[src/rtl/fifo_uart_pkg.sv]
// Shared definitions for the FIFO-drain UART transmitter: state encoding, default baud divisor
// and the frame-length helper.
package fifo_uart_pkg;

  typedef enum logic [2:0] {
    StIdle   = 3'd0,
    StFetch  = 3'd1,
    StLoad   = 3'd2,
    StStart  = 3'd3,
    StData   = 3'd4,
    StParity = 3'd5,
    StStop   = 3'd6
  } tx_state_e;

  localparam int unsigned CLKS_PER_BIT_DEFAULT = 434;

  // Clocks from START entry to STOP exit for one frame.
  function automatic int unsigned frame_clks(input int unsigned clks_per_bit,
                                             input int unsigned parity_en,
                                             input int unsigned stop_bits);
    return (1 + 8 + parity_en + stop_bits) * clks_per_bit;
  endfunction

  localparam int unsigned FRAME_CLKS_DEFAULT = frame_clks(CLKS_PER_BIT_DEFAULT, 0, 1);

endpackage

[src/rtl/fifo_uart_tx_if.sv]
// FIFO read port as seen by a draining consumer: pop strobe out, registered data and empty in.
interface fifo_uart_tx_if;

  logic       fifo_empty;
  logic [7:0] fifo_dout;
  logic       fifo_rd_en;

  // The consumer issues pops, so it is the master of the read port.
  modport master (
    output fifo_rd_en,
    input  fifo_empty,
    input  fifo_dout
  );

  modport slave (
    input  fifo_rd_en,
    output fifo_empty,
    output fifo_dout
  );

endinterface

[src/rtl/uart_bit_timer.sv]
// Baud counter: counts 0..CLKS_PER_BIT-1, flags the last clock of each bit period and
// restarts from zero whenever the controller enters a new state.
module uart_bit_timer
  import fifo_uart_pkg::*;
#(
  parameter int unsigned CLKS_PER_BIT = CLKS_PER_BIT_DEFAULT
) (
  input  logic clk,
  input  logic rst,
  input  logic restart,
  output logic bit_end
);

  localparam int unsigned CntW = (CLKS_PER_BIT > 1) ? $clog2(CLKS_PER_BIT) : 1;

  logic [CntW-1:0] cnt_q, cnt_d;

  assign bit_end = (cnt_q == CntW'(CLKS_PER_BIT - 1));

  always_comb begin
    cnt_d = cnt_q + CntW'(1);
    if (restart || bit_end) begin
      cnt_d = '0;
    end
  end

  always_ff @(posedge clk) begin
    if (rst) begin
      cnt_q <= '0;
    end else begin
      cnt_q <= cnt_d;
    end
  end

endmodule

[src/rtl/fifo_uart_tx.sv]
// Drains bytes from a synchronous FIFO and serialises each as an 8-bit UART frame on txd,
// with optional parity and one or two stop bits; frames run back-to-back while data remains.
module fifo_uart_tx
  import fifo_uart_pkg::*;
#(
  parameter int unsigned CLKS_PER_BIT = CLKS_PER_BIT_DEFAULT,
  parameter int unsigned PARITY_EN    = 0,
  parameter int unsigned PARITY_ODD   = 0,
  parameter int unsigned STOP_BITS    = 1
) (
  input  logic                  clk,
  input  logic                  rst,
  input  logic                  tx_en,
  fifo_uart_tx_if.master        fifo,
  output logic                  txd,
  output logic                  busy,
  output logic                  byte_done
);

  if (CLKS_PER_BIT < 4 || (STOP_BITS != 1 && STOP_BITS != 2)) begin : g_bad_param
    $error("fifo_uart_tx: CLKS_PER_BIT must be >= 4 and STOP_BITS must be 1 or 2");
  end

  localparam logic [2:0] LastStop = 3'(STOP_BITS - 1);

  tx_state_e  state_q, state_d;
  logic [2:0] bit_cnt_q, bit_cnt_d;
  logic [7:0] shift_q, shift_d;
  logic       parity_q, parity_d;
  logic       txd_q, txd_d;
  logic       bit_end;
  logic       restart;
  logic       start_ok;

  assign start_ok = tx_en && !fifo.fifo_empty;

  // Any state change reloads the baud counter so every state gets full bit periods.
  assign restart = (state_d != state_q);

  uart_bit_timer #(
    .CLKS_PER_BIT (CLKS_PER_BIT)
  ) u_bit_timer (
    .clk     (clk),
    .rst     (rst),
    .restart (restart),
    .bit_end (bit_end)
  );

  always_comb begin
    state_d   = state_q;
    bit_cnt_d = bit_cnt_q;
    shift_d   = shift_q;
    parity_d  = parity_q;
    byte_done = 1'b0;

    unique case (state_q)
      StIdle: begin
        if (start_ok) begin
          state_d = StFetch;
        end
      end
      StFetch: begin
        state_d = StLoad;
      end
      StLoad: begin
        shift_d  = fifo.fifo_dout;
        parity_d = (^fifo.fifo_dout) ^ (PARITY_ODD != 0);
        state_d  = StStart;
      end
      StStart: begin
        if (bit_end) begin
          bit_cnt_d = '0;
          state_d   = StData;
        end
      end
      StData: begin
        if (bit_end) begin
          shift_d = {1'b0, shift_q[7:1]};
          if (bit_cnt_q == 3'd7) begin
            bit_cnt_d = '0;
            state_d   = (PARITY_EN != 0) ? StParity : StStop;
          end else begin
            bit_cnt_d = bit_cnt_q + 3'd1;
          end
        end
      end
      StParity: begin
        if (bit_end) begin
          bit_cnt_d = '0;
          state_d   = StStop;
        end
      end
      StStop: begin
        // bit_cnt_q counts stop-bit periods here.
        if (bit_end) begin
          if (bit_cnt_q == LastStop) begin
            byte_done = 1'b1;
            bit_cnt_d = '0;
            state_d   = start_ok ? StFetch : StIdle;
          end else begin
            bit_cnt_d = bit_cnt_q + 3'd1;
          end
        end
      end
      default: begin
        state_d = StIdle;
      end
    endcase
  end

  // txd is registered from the next state so the line changes on state entry.
  always_comb begin
    txd_d = 1'b1;
    case (state_d)
      StStart:  txd_d = 1'b0;
      StData:   txd_d = shift_d[0];
      StParity: txd_d = parity_d;
      default:  txd_d = 1'b1;
    endcase
  end

  always_ff @(posedge clk) begin
    if (rst) begin
      state_q   <= StIdle;
      bit_cnt_q <= '0;
      shift_q   <= '0;
      parity_q  <= 1'b0;
      txd_q     <= 1'b1;
    end else begin
      state_q   <= state_d;
      bit_cnt_q <= bit_cnt_d;
      shift_q   <= shift_d;
      parity_q  <= parity_d;
      txd_q     <= txd_d;
    end
  end

  assign txd             = txd_q;
  assign busy            = (state_q != StIdle);
  assign fifo.fifo_rd_en = (state_q == StFetch);

endmodule

[src/flat_wrapper.sv]
// flat-port wrapper written by rule: the top's interface ports become plain ports
module fifo_uart_tx_flat import fifo_uart_pkg::*;
#(
  parameter int unsigned CLKS_PER_BIT = CLKS_PER_BIT_DEFAULT,
  parameter int unsigned PARITY_EN    = 0,
  parameter int unsigned PARITY_ODD   = 0,
  parameter int unsigned STOP_BITS    = 1
)
  (clk, rst, tx_en, txd, busy, byte_done, fifo_fifo_rd_en, fifo_fifo_empty, fifo_fifo_dout);
  fifo_uart_tx_if fifo_i ();
  input  logic clk;
  input  logic rst;
  input  logic tx_en;
  output logic txd;
  output logic busy;
  output logic byte_done;
  output wire logic [$bits(fifo_i.fifo_rd_en)-1:0] fifo_fifo_rd_en;
  input wire logic [$bits(fifo_i.fifo_empty)-1:0] fifo_fifo_empty;
  input wire logic [$bits(fifo_i.fifo_dout)-1:0] fifo_fifo_dout;
  assign fifo_fifo_rd_en = fifo_i.fifo_rd_en;
  assign fifo_i.fifo_empty = fifo_fifo_empty;
  assign fifo_i.fifo_dout = fifo_fifo_dout;
  fifo_uart_tx #(.CLKS_PER_BIT(CLKS_PER_BIT), .PARITY_EN(PARITY_EN), .PARITY_ODD(PARITY_ODD), .STOP_BITS(STOP_BITS)) u_core (.clk(clk), .rst(rst), .tx_en(tx_en), .fifo(fifo_i), .txd(txd), .busy(busy), .byte_done(byte_done));
endmodule
[config.mk]
export PLATFORM = sky130hd
export DESIGN_NAME = fifo_uart_tx_flat
export DESIGN_NICKNAME = d
export VERILOG_FILES = /design/src/rtl/fifo_uart_pkg.sv /design/src/rtl/fifo_uart_tx_if.sv /design/src/rtl/uart_bit_timer.sv /design/src/rtl/fifo_uart_tx.sv /design/src/flat_wrapper.sv
export SDC_FILE = /design/constraint.sdc
export NUM_CORES = 1
export LEC_CHECK = 0
export CAP_MARGIN = 25
export CORE_MARGIN = 2
export CORE_UTILIZATION = 49
export DETAILED_ROUTE_END_ITERATION = 10
export GPL_TIMING_DRIVEN = 0
export PLACE_DENSITY = 0.74
export SYNTH_ARGS = -nofsm -noshare
export SYNTH_HDL_FRONTEND = slang
export SYNTH_HIERARCHICAL = 1
export SYNTH_SLANG_ARGS = --single-unit
[constraint.sdc]
create_clock -name clk -period 2.3 [get_ports clk]
set_input_delay 0.23 -clock clk [delete_from_list [all_inputs] [get_ports clk]]
set_output_delay 0.23 -clock clk [all_outputs]
set_load 0.05 [all_outputs]
# Word level (Yosys, flattened, before mapping)
# Cells that the tools add are included.
# word_totals
regBits	25
in_bits	12
output_inout_bits	4
elab_cells	59
# op_classes
n_addsub	2
eq_ne	15
mux	22
reduce_logical	13
# op_table
operator	n
2-to-1 mux 3 bit	12
case mux 3 bit (7 select lines)	1
== test 3 bit (second input constant)	6
case mux 8 bit (2 select lines)	1
adder 9 x 1 -> 9 bit (second input constant)	1
== test 3 x 2 -> 1 bit (second input constant)	3
== test 9 bit (second input constant)	1
case mux 3 bit (3 select lines)	1
2-to-1 mux 8 bit	1
parity 8 bit	1
zero test 3 bit	2
nonzero test 3 bit	2
2-to-1 mux 1 bit	5
inequality test 2 bit (second input constant)	2
AND reduction 4 bit	1
OR reduction 2 bit	2
adder 3 x 1 -> 3 bit (second input constant)	1
== test 3 x 1 -> 1 bit (second input constant)	1
inequality test 3 bit	1
case mux 1 bit (3 select lines)	1
inequality test 2 x 1 -> 1 bit (second input constant)	1
AND reduction 2 bit	1
nonzero test 2 bit	1
logical AND 1 bit	1
other kinds (2)	2

# Longest topological paths before layout
# Gate-level depths: netlist of the first run.
# logic_depth
ltp_word	9
ltp_mapped	12
depth_no_buf	11

# By module
# Netlist of the first run, hierarchy kept.
# modules_own_cells
module	instances	cells_per_inst	area_each_um2	seq_area_each_um2
fifo_uart_tx	1	113	947.2	320.3
uart_bit_timer	1	49	446.7	180.2

# Worst setup path before layout of the first run
# Ideal clock, no wire load.
# synth_path
path_type	reg-to-reg
start	reg u_core.u_bit_timer.cnt_q[2]
end	reg u_core.u_bit_timer.cnt_q[7]
setup_time_ns	0.074
arrival_time_ns	2.190
required_time_ns	2.226
path_slack_ns	0.035
path_stages_with_launch	10
n_path_buf	1
period_less_slack_ns	2.265
path_cell_list	dfxtp_1 -> or3_4 -> nor3_1 -> buf_4 -> a21boi_1 -> o21ai_1 -> and3_1 -> a2bb2o_2 -> or2_2 -> a31oi_1
# synth_between
elab_chain_cells	6
word_cells_on_any_way	10
classes_between	add/sub (1); eq/ne (2); mux (5); reduce/logical (2)
# synth_lines
element	line_no	source
start, declared	uart_bit_timer.sv:16	logic [CntW-1:0] cnt_q, cnt_d;
start signal, assigned	uart_bit_timer.sv:31	cnt_q <= cnt_d;
== test 9 bit (*)	uart_bit_timer.sv:18	assign bit_end = (cnt_q == CntW'(CLKS_PER_BIT - 1));
net u_core.bit_end	fifo_uart_tx.sv:31	logic bit_end;
2-to-1 mux 3 bit, on equally long branches	--	
case mux 3 bit (7 select lines) (*)	fifo_uart_tx.sv:56	unique case (state_q)
inequality test 3 bit (*)	fifo_uart_tx.sv:38	assign restart = (state_d != state_q);
net u_core.restart	fifo_uart_tx.sv:32	logic restart;
logical OR 1 bit (*)	uart_bit_timer.sv:22	if (restart || bit_end) begin
OR reduction 2 bit (no source line) (*)	--	
# Mark *: on every way through the listed nets, which the timed path passes. The rest lies on a longest branch.
# A chain may end at the register's enable or synchronous reset.

# Worst setup path in the final report of the first run
# layout_path
start	reg u_core.u_bit_timer.cnt_q[2]
end	reg u_core.u_bit_timer.cnt_q[8]
# Same word-level chain as after synthesis.

==> impl_summary.txt, run 1 <==
----------------------------------------------------
[Placed design]
  Port Buffers ... 15
  Count of placed standard cells including taps ... 208
  Final HPWL from detailed placement ... 2.19 mm
  Global placement routability congestion ... 0.790
  Placed Instance Area ... between 0.0015 and 0.002 mm^2

[Flow run]
  Max-cap violation count ... 0

[Synthesis]
  Number of warnings printed during yosys synthesis ... 6
  Number of enable flip-flop cells after synthesis ... 0
  Dominant register cell in the synthesized netlist ... dfxtp_1
  Cell type with the highest aggregate area in the netlist ... dfxtp_1
  Netlist cell types ... 50
  Synth async-reset ratio ... 0%
  Cell area after synthesis ... ~0.0014 mm^2
  Main area contributors after synthesis ... dfxtp_1, xnor2_1, a22oi_1
  Gate Count Post-Synth ... 162
  Nets in the synthesized netlist ... 179
  Sequential-to-total area share from yosys stat ... a little over a third
  Syn_area_per_cell ... between 8 and 9 um^2
  Top-area cell type share of the netlist area ... 35.9%
  Synthesized flop and latch total ... 25

[STA]
  Final min period ... 2.33 ns
  Worst hold slack across all endpoints ... roughly 0.46 ns
  Number of endpoints with negative hold slack in the final report ... 0
  Worst setup margin ... -0.0306 ns
  Clock Skew ... roughly 0.012 ns
  Number of max-slew violations in the final report ... 0
  Finish-stage setup viols ... 3
  Transition time at the pin with the least slew margin ... 0.521 ns
  Fin Setup TNS ... -0.0675 ns
  Unrepaired setup endpoints after global routing ... yes
  Final period utilization ... 101%
  Maximum clock frequency ... 429 MHz
  Slew HR ... 65.3%

[Final layout]
  Post-Layout Inst Area ... 0.00173 mm^2
  Diode count ... 0
  Layout Cells excl Fill ... 218
  Area Overhead vs Synth ... 24.1%
  Commonest cells after routing, fill and taps aside ... dfxtp_1, nor2_1, a21oi_1, clkdlybuf4s50_1, nand2_1
  Most common cell after layout, fill and taps aside ... dfxtp_1
  Total number of nets in the final design ... about 210
  Fraction of final layout cells sized beyond drive strength 1 ... 20.9%

[Status]
  Run status ... finished, violations left
  Violated checks ... setup timing

[Floorplan]
  Effective utilization at floorplan ... 51.0%
  IO Count ... 16
  Die extent in y ... 57.3 um
  Overall die area ... 0.00329 mm^2
  Total core area ... between 0.002 and 0.003 mm^2
  Die X ... between 50 and 60 um
  Row count ... 19

[CTS]
  Number of buffers created by CTS ... 3
  Root cell of the clock tree ... clkbuf_4
  Clock transition at path regs ... between 0.15 and 0.2 ns
  Maximum root-to-sink buffer count ... 2
  Sinks on the clock net ... 25
  Clock latency reported for the late side of the worst-skew pair ... 0.33 ns
  CTS tree ... built
  Total of hold buffers inserted after clock tree synthesis ... 0
  Number of levels in the clock H-tree ... 1

[Global route]
  Global-route wire length before repair ... approximately 5.2 mm
  Pin count of the biggest net entering global routing ... 16
  Vias in the first global route ... about 1200
  Number of antenna violations at the first check in global routing ... 0
  Grt ovf ... 0
  Total global-route track usage ... 20.0%

[Drt]
  Routed len/inst ... 14.7 um
  Number of routed nets with antenna violations ... 0
  Iteration count of the initial detailed-routing pass ... 4
  Routed length on met1 ... 1.32 mm
  Number of remaining DRC errors ... 0
  Highest metal used ... met4
  Wire length on met3 ... 185 um
  Routed met2 length ... 1.63 mm
  Vias per cell ... 5.77
  DRC marker count from the first detailed-route iteration ... 58
  Final wirelength ... roughly 3.2 mm
  Via total after detailed routing ... 1257

[Critical path]
  Critical path launch point type ... flip-flop
  Data arrival time of the critical path ... 2.59 ns
  CP Capture Type ... flip-flop
  Data required time at the worst endpoint ... between 2 and 3 ns
  Worst Path Max Fanout ... 7
  Startpoint-to-endpoint class of the critical path ... reg -> reg
  FF-to-FF setup slack ... -0.03 ns

[Pwr]
  Power density of the placed cells ... 505 mW/mm^2
  Leakage ... 0.629 nW
  VDD IR max ... 0.440 mV

[Min path]
  Type of the worst min-delay path ... reg -> reg

----------------------------------------------------
-- sequential cells by signal, indices dropped and copies added, names as in the netlist --
signal and cells:
u_core/bit_cnt_q 3, u_core/state_q 3, u_core/txd 1, u_core/parity_q 1, u_core/u_bit_timer/cnt_q 9, u_core/shift_q 8
-- routing by layer --
metal  vias up  track usage [%]
li1        628                -
met1       574             22.9
met2        46             35.1
met3         9             2.72
met4         0             11.6
met5         -                0
-- power by group --
part	internal [W]	leakage [nW]	switching, W
clock	0.0000665	0.0139	0.000147
combinational	0.0000941	0.409	0.0000995
sequential	0.000450	0.206	0.0000161
total	0.000611	0.629	0.000263
-- kinds of logic (layout without fill, tap and decap cells) --
family / after synthesis / after routing / share of synthesized area [%]
flops: 25 / 25 / 35.9
mux: 1 / 1 / 0.718
xor+xnor: 10 / 10 / 6.28
simple gates: 60 / 60 / 24.2
compound gates: 45 / 45 / 22.7
buf+inv: 16 / 41 / 5.65
fa+ha+maj: 5 / 5 / 4.49
-- area by class of cell --
cell class / instances / area [um^2]
Sequential cell: 25 / 512
Buffer: 8 / 52.6
Clock buffer: 3 / 22.5
Tap cell: 31 / 38.8
Inverter: 8 / 30.0
Multi-Input combinational cell: 121 / 878
Fill cell: 237 / 1000
Timing Repair Buffer: 21 / 188
Clock inverter: 1 / 7.51
-- path summary, 6_finish.rpt --
| path | from | endpoint | cells past startpoint |
|---|---|---|---|
| worst max-delay path | u_core/u_bit_timer/cnt_q[2]$_SDFF_PP0_ | u_core/u_bit_timer/cnt_q[8]$_SDFF_PP0_ | 9 |
| worst min register to register | u_core/u_bit_timer/cnt_q[0]$_SDFF_PP0_ | u_core/u_bit_timer/cnt_q[0]$_SDFF_PP0_ | 1 |
| worst max register to register | u_core/u_bit_timer/cnt_q[2]$_SDFF_PP0_ | u_core/u_bit_timer/cnt_q[8]$_SDFF_PP0_ | 9 |
| worst min-delay path | u_core/u_bit_timer/cnt_q[0]$_SDFF_PP0_ | u_core/u_bit_timer/cnt_q[0]$_SDFF_PP0_ | 1 |
-- synth_stat cells (2+ instances only) --
library cell  number
a211oi_1           2
a21boi_1           2
a21oi_1           13
a22oi_1            9
a31oi_1            3
and3_1             2
and3b_1            2
buf_2              3
buf_4              2
dfxtp_1           25
ha_1               5
inv_1              8
nand2_1           13
nand3_1            6
nor2_1            16
nor2b_1            2
nor4bb_1           2
o21ai_0            4
o21ai_1            2
or3_1              3
xnor2_1            8
xor2_1             2
-- worst max-delay path: stages, from the launching register on --
cell	delay [ns]
dfxtp_4	0.37
or3_4	0.42
nor3_4	0.18
buf_6	0.15
a21boi_4	0.06
o21ai_2	0.22
and3_4	0.24
a2bb2o_4	0.22
or2_4	0.25
a31oi_1	0.15
-- per-stage QoR --
step	setup WS [ns]	utilization [%]	power, W
floorplan	0.0355	-	0.000592
global placement	-0.167	57.9	0.000643
detailed placement	-0.246	57.9	0.000647
CTS	0.0237	61.0	0.000864
global route	-0.130	63.2	0.000911
finish	-0.0306	63.2	0.000874
-- timing repair --
| item | in CTS | in global routing |
|---|---|---|
| resized for setup | 15 | 13 |
| hold endpoints to repair | 0 | 0 |
| pin swaps | 1 | 6 |
| buffers inserted | 4 | 2 |
| setup endpoints to repair | 12 | 10 |
(Power assumes the default switching activity.)
==> run 2: changes to the inputs <==
--- a/config.mk
+++ b/config.mk
@@ -7,10 +7,11 @@
 export LEC_CHECK = 0
 export CAP_MARGIN = 25
 export CORE_MARGIN = 2
-export CORE_UTILIZATION = 49
+export CORE_UTILIZATION = 59
+export CTS_CLUSTER_DIAMETER = 150
 export DETAILED_ROUTE_END_ITERATION = 10
 export GPL_TIMING_DRIVEN = 0
-export PLACE_DENSITY = 0.74
+export PLACE_DENSITY = 0.83
 export SYNTH_ARGS = -nofsm -noshare
 export SYNTH_HDL_FRONTEND = slang
 export SYNTH_HIERARCHICAL = 1
==> constraint.sdc (replaced) <==
create_clock -name clk -period 2.8 [get_ports clk]
set_input_delay 0.28 -clock clk [delete_from_list [all_inputs] [get_ports clk]]
set_output_delay 0.28 -clock clk [all_outputs]
set_load 0.05 [all_outputs]
==> run 2 against run 1 <==
The flow now finishes without violations. Worst hold slack improved by 0.013 ns. Via count fell by 3.5%. Critical path depth down 2. Non-clock buffer count down 6.
==> impl_summary.txt, run 2 (synthesis gave the netlist of run 1 again) <==
----------------------------------------------------
[Status]
  Run status ... finished, final reports clean (was finished, violations left)

[Global route]
  Grt ovf ... 0 (unchanged)
  Total global-route track usage ... 23.4% (was 20.0%)
  Number of antenna violations at the first check in global routing ... 0 (unchanged)
  Pin count of the biggest net entering global routing ... 16 (unchanged)
  Global-route wire length before repair ... 4.93 mm (was 5.20 mm)
  Vias in the first global route ... 1173 (was 1239)

[CTS]
  Number of buffers created by CTS ... 3 (unchanged)
  Total of hold buffers inserted after clock tree synthesis ... 0 (unchanged)
  Maximum root-to-sink buffer count ... 2 (unchanged)
  Sinks on the clock net ... 25 (unchanged)
  Clock transition at path regs ... 0.14 ns (was 0.16 ns)
  Clock latency reported for the late side of the worst-skew pair ... 0.32 ns (was 0.33 ns)
  Number of levels in the clock H-tree ... 1 (unchanged)
  Root cell of the clock tree ... clkbuf_4 (unchanged)
  CTS tree ... built (unchanged)

[Pwr]
  Power density of the placed cells ... 428 mW/mm^2 (was 505 mW/mm^2)
  Final Total Pwr ... 0.000688 W (was 0.000874 W)
  Leakage ... 0.568 nW (was 0.629 nW)
  VDD IR max ... 0.265 mV (was 0.440 mV)

[Placed design]
  Global placement routability congestion ... 0.858 (was 0.790)
  Final HPWL from detailed placement ... 2.22 mm (was 2.19 mm)
  Port Buffers ... 15 (unchanged)
  Count of placed standard cells including taps ... 205 (was 208)
  Placement Setup Slack ... 0.307 ns (was -0.246 ns)

[Critical path]
  Worst-case reg-to-reg path depth ... 10 (was 9)
  Startpoint-to-endpoint class of the critical path ... reg -> out (was reg -> reg)
  CP Capture Type ... output port (was flip-flop)
  FF-to-FF setup slack ... 0.25 ns (was -0.03 ns)
  Cells along the critical path ... ha_1 -> nand2_1 -> nor3_1 -> buf_4 -> nand3b_1 -> nor2_1 -> dlygate4sd2_1 (was or3_4 -> nor3_4 -> buf_6 -> a21boi_4 -> o21ai_2 -> and3_4 -> a2bb2o_4 -> or2_4 -> a31oi_1)
  Slowest-stage cell, CP ... dlygate4sd2_1 (was or3_4)
  Worst Path Max Fanout ... 10 (was 7)
  Critical path launch point type ... flip-flop (unchanged)
  Data arrival time of the critical path ... 2.28 ns (was 2.59 ns)
  Biggest cell delay along the critical path ... 0.53 ns (was 0.42 ns)
  Endpoint of the worst register-to-register path ... u_core/u_bit_timer/cnt_q[7]$_SDFF_PP0_ (was u_core/u_bit_timer/cnt_q[8]$_SDFF_PP0_)
  Reg-to-reg critical path startpoint ... u_core/u_bit_timer/cnt_q[0]$_SDFF_PP0_ (was u_core/u_bit_timer/cnt_q[2]$_SDFF_PP0_)
  Data required time at the worst endpoint ... 2.52 ns (was 2.56 ns)

[Final layout]
  Fraction of final layout cells sized beyond drive strength 1 ... 10.5% (was 20.9%)
  Most common cell after layout, fill and taps aside ... dfxtp_1 (unchanged)
  Commonest cells after routing, fill and taps aside ... dfxtp_1, nor2_1, clkdlybuf4s50_1, nand2_1, a21oi_1 (was dfxtp_1, nor2_1, a21oi_1, clkdlybuf4s50_1, nand2_1)
  Registers with the most flip-flops ... u_core/u_bit_timer/cnt_q x9, u_core/shift_q x8 (unchanged)
  Area Overhead vs Synth ... 15.3% (was 24.1%)
  Total number of nets in the final design ... 199 (was 205)
  Layout Cells excl Fill ... 209 (was 218)
  Flip-flop count of the largest register, all copies and words added ... 9 (unchanged)
  Diode count ... 0 (unchanged)
  Biggest register ... u_core/u_bit_timer/cnt_q (unchanged)
  Count of fill cells added during filler insertion ... 185 (was 237)

[Floorplan]
  Total core area ... 0.00223 mm^2 (was 0.00273 mm^2)
  IO Count ... 16 (unchanged)
  Die extent in y ... 52.6 um (was 57.3 um)
  Effective utilization at floorplan ... 62.4% (was 51.0%)
  Die X ... 52.6 um (was 57.3 um)
  Row count ... 17 (was 19)
  Overall die area ... 0.00277 mm^2 (was 0.00329 mm^2)

[STA]
  Clock Skew ... 0.0128 ns (was 0.0120 ns)
  Finish-stage setup viols ... 0 (was 3)
  Worst setup margin ... 0.243 ns (was -0.0306 ns)
  Number of endpoints with negative hold slack in the final report ... 0 (unchanged)
  Slew HR ... 66.2% (was 65.3%)
  Worst hold slack across all endpoints ... 0.472 ns (was 0.460 ns)
  Maximum clock frequency ... 391 MHz
  Final period utilization ... 91.3%
  Unrepaired setup endpoints after global routing ... no (was yes)
  Final min period ... 2.56 ns
  Transition time at the pin with the least slew margin ... 0.507 ns (was 0.521 ns)
  Number of max-slew violations in the final report ... 0 (unchanged)
  Fin Setup TNS ... 0 ns (was -0.0675 ns)

[Flow run]
  Max-cap violation count ... 0 (unchanged)

[Drt]
  Routed len/inst ... 13.8 um (was 14.7 um)
  Number of routed nets with antenna violations ... 0 (unchanged)
  Final wirelength ... 2.89 mm (was 3.21 mm)
  Number of remaining DRC errors ... 0 (unchanged)
  Vias per cell ... 5.80 (was 5.77)
  DRC marker count from the first detailed-route iteration ... 27 (was 58)
  Iteration count of the initial detailed-routing pass ... 4 (unchanged)
  Via total after detailed routing ... 1213 (was 1257)

[Min path]
  Start point of the worst hold path ... u_core/shift_q[5]$_SDFFE_PP0P_ (was u_core/u_bit_timer/cnt_q[0]$_SDFF_PP0_)
  Type of the worst min-delay path ... reg -> reg (unchanged)
  Cell depth of the worst min-delay path ... 2 (was 1)
  Endpoint of the worst hold-timing path ... u_core/shift_q[5]$_SDFFE_PP0P_ (was u_core/u_bit_timer/cnt_q[0]$_SDFF_PP0_)

----------------------------------------------------
-- run 2: cell count changes in the layout (fill, tap and decap cells not counted), moves of 2 or more --
| cell | delta |
|---|---|
| buf_4 | -5 |
| dfxtp_4 | -2 |
| dfxtp_2 | -3 |
| dfxtp_1 | +5 |
| clkdlybuf4s50_1 | +2 |
-- run 2: power by group --
group	internal [W]	total (W)	switching, W
logic	0.0000676	0.000145	0.0000772
clock network	0.0000544	0.000161	0.000107
registers	0.000370	0.000382	0.0000126
total	0.000492	0.000688	0.000196
-- run 2: stage by stage --
stage,util (%),cell area (um^2)
finish,72.0,1610
global route,72.0,1610
CTS,72.0,1610
detailed placement,70.7,1580
global placement,70.7,1580
floorplan,-,1390
-- run 2: cell type report --
class	instances	area (um^2)	area share (%)
inverter	8	30.0	1.87
multi-input combinational	121	815	50.7
timing repair buffer	15	149	9.26
clock buffer	3	22.5	1.40
sequential	25	500	31.1
buffer	8	48.8	3.04
clock inverter	1	7.51	0.467
tap	28	35.0	2.18
-- run 2: timing repair --
| action | CTS | global route |
|---|---|---|
| setup buffers | 0 | 0 |
| endpoints found under the setup margin | 1 | 0 |
| gates resized for setup | 1 | 0 |
| endpoints found under the hold margin | 0 | 0 |
-- run 2: critical path: cells and delay by family (launching register included) --
family	cells	cell delay [ns]
buf+inv	2	0.72
simple gates	4	0.62
flops	1	0.45
fa+ha+maj	1	0.18
-- run 2: per-layer routing --
layer | vias to the layer above | part of all wire [%] | GRT usage [%]
met4 | 0 | 0.59 | 5.98
li1 | 614 | - | -
met5 | - | 0 | 0
met2 | 17 | 52 | 43.8
met1 | 580 | 45 | 27.4
met3 | 2 | 2.6 | 3.71
-- run 2: worst max-delay path by stage --
stage                                                start                                endpoint  slack, ns
CTS                 u_core/u_bit_timer/cnt_q[0]$_SDFF_PP0_                               byte_done       0.22
global route        u_core/u_bit_timer/cnt_q[0]$_SDFF_PP0_  u_core/u_bit_timer/cnt_q[5]$_SDFF_PP0_       0.04
detailed placement  u_core/u_bit_timer/cnt_q[2]$_SDFF_PP0_  u_core/u_bit_timer/cnt_q[5]$_SDFF_PP0_       0.31
finish              u_core/u_bit_timer/cnt_q[0]$_SDFF_PP0_                               byte_done       0.24
global placement    u_core/u_bit_timer/cnt_q[2]$_SDFF_PP0_  u_core/u_bit_timer/cnt_q[7]$_SDFF_PP0_       0.35
floorplan           u_core/u_bit_timer/cnt_q[2]$_SDFF_PP0_  u_core/u_bit_timer/cnt_q[7]$_SDFF_PP0_       0.54
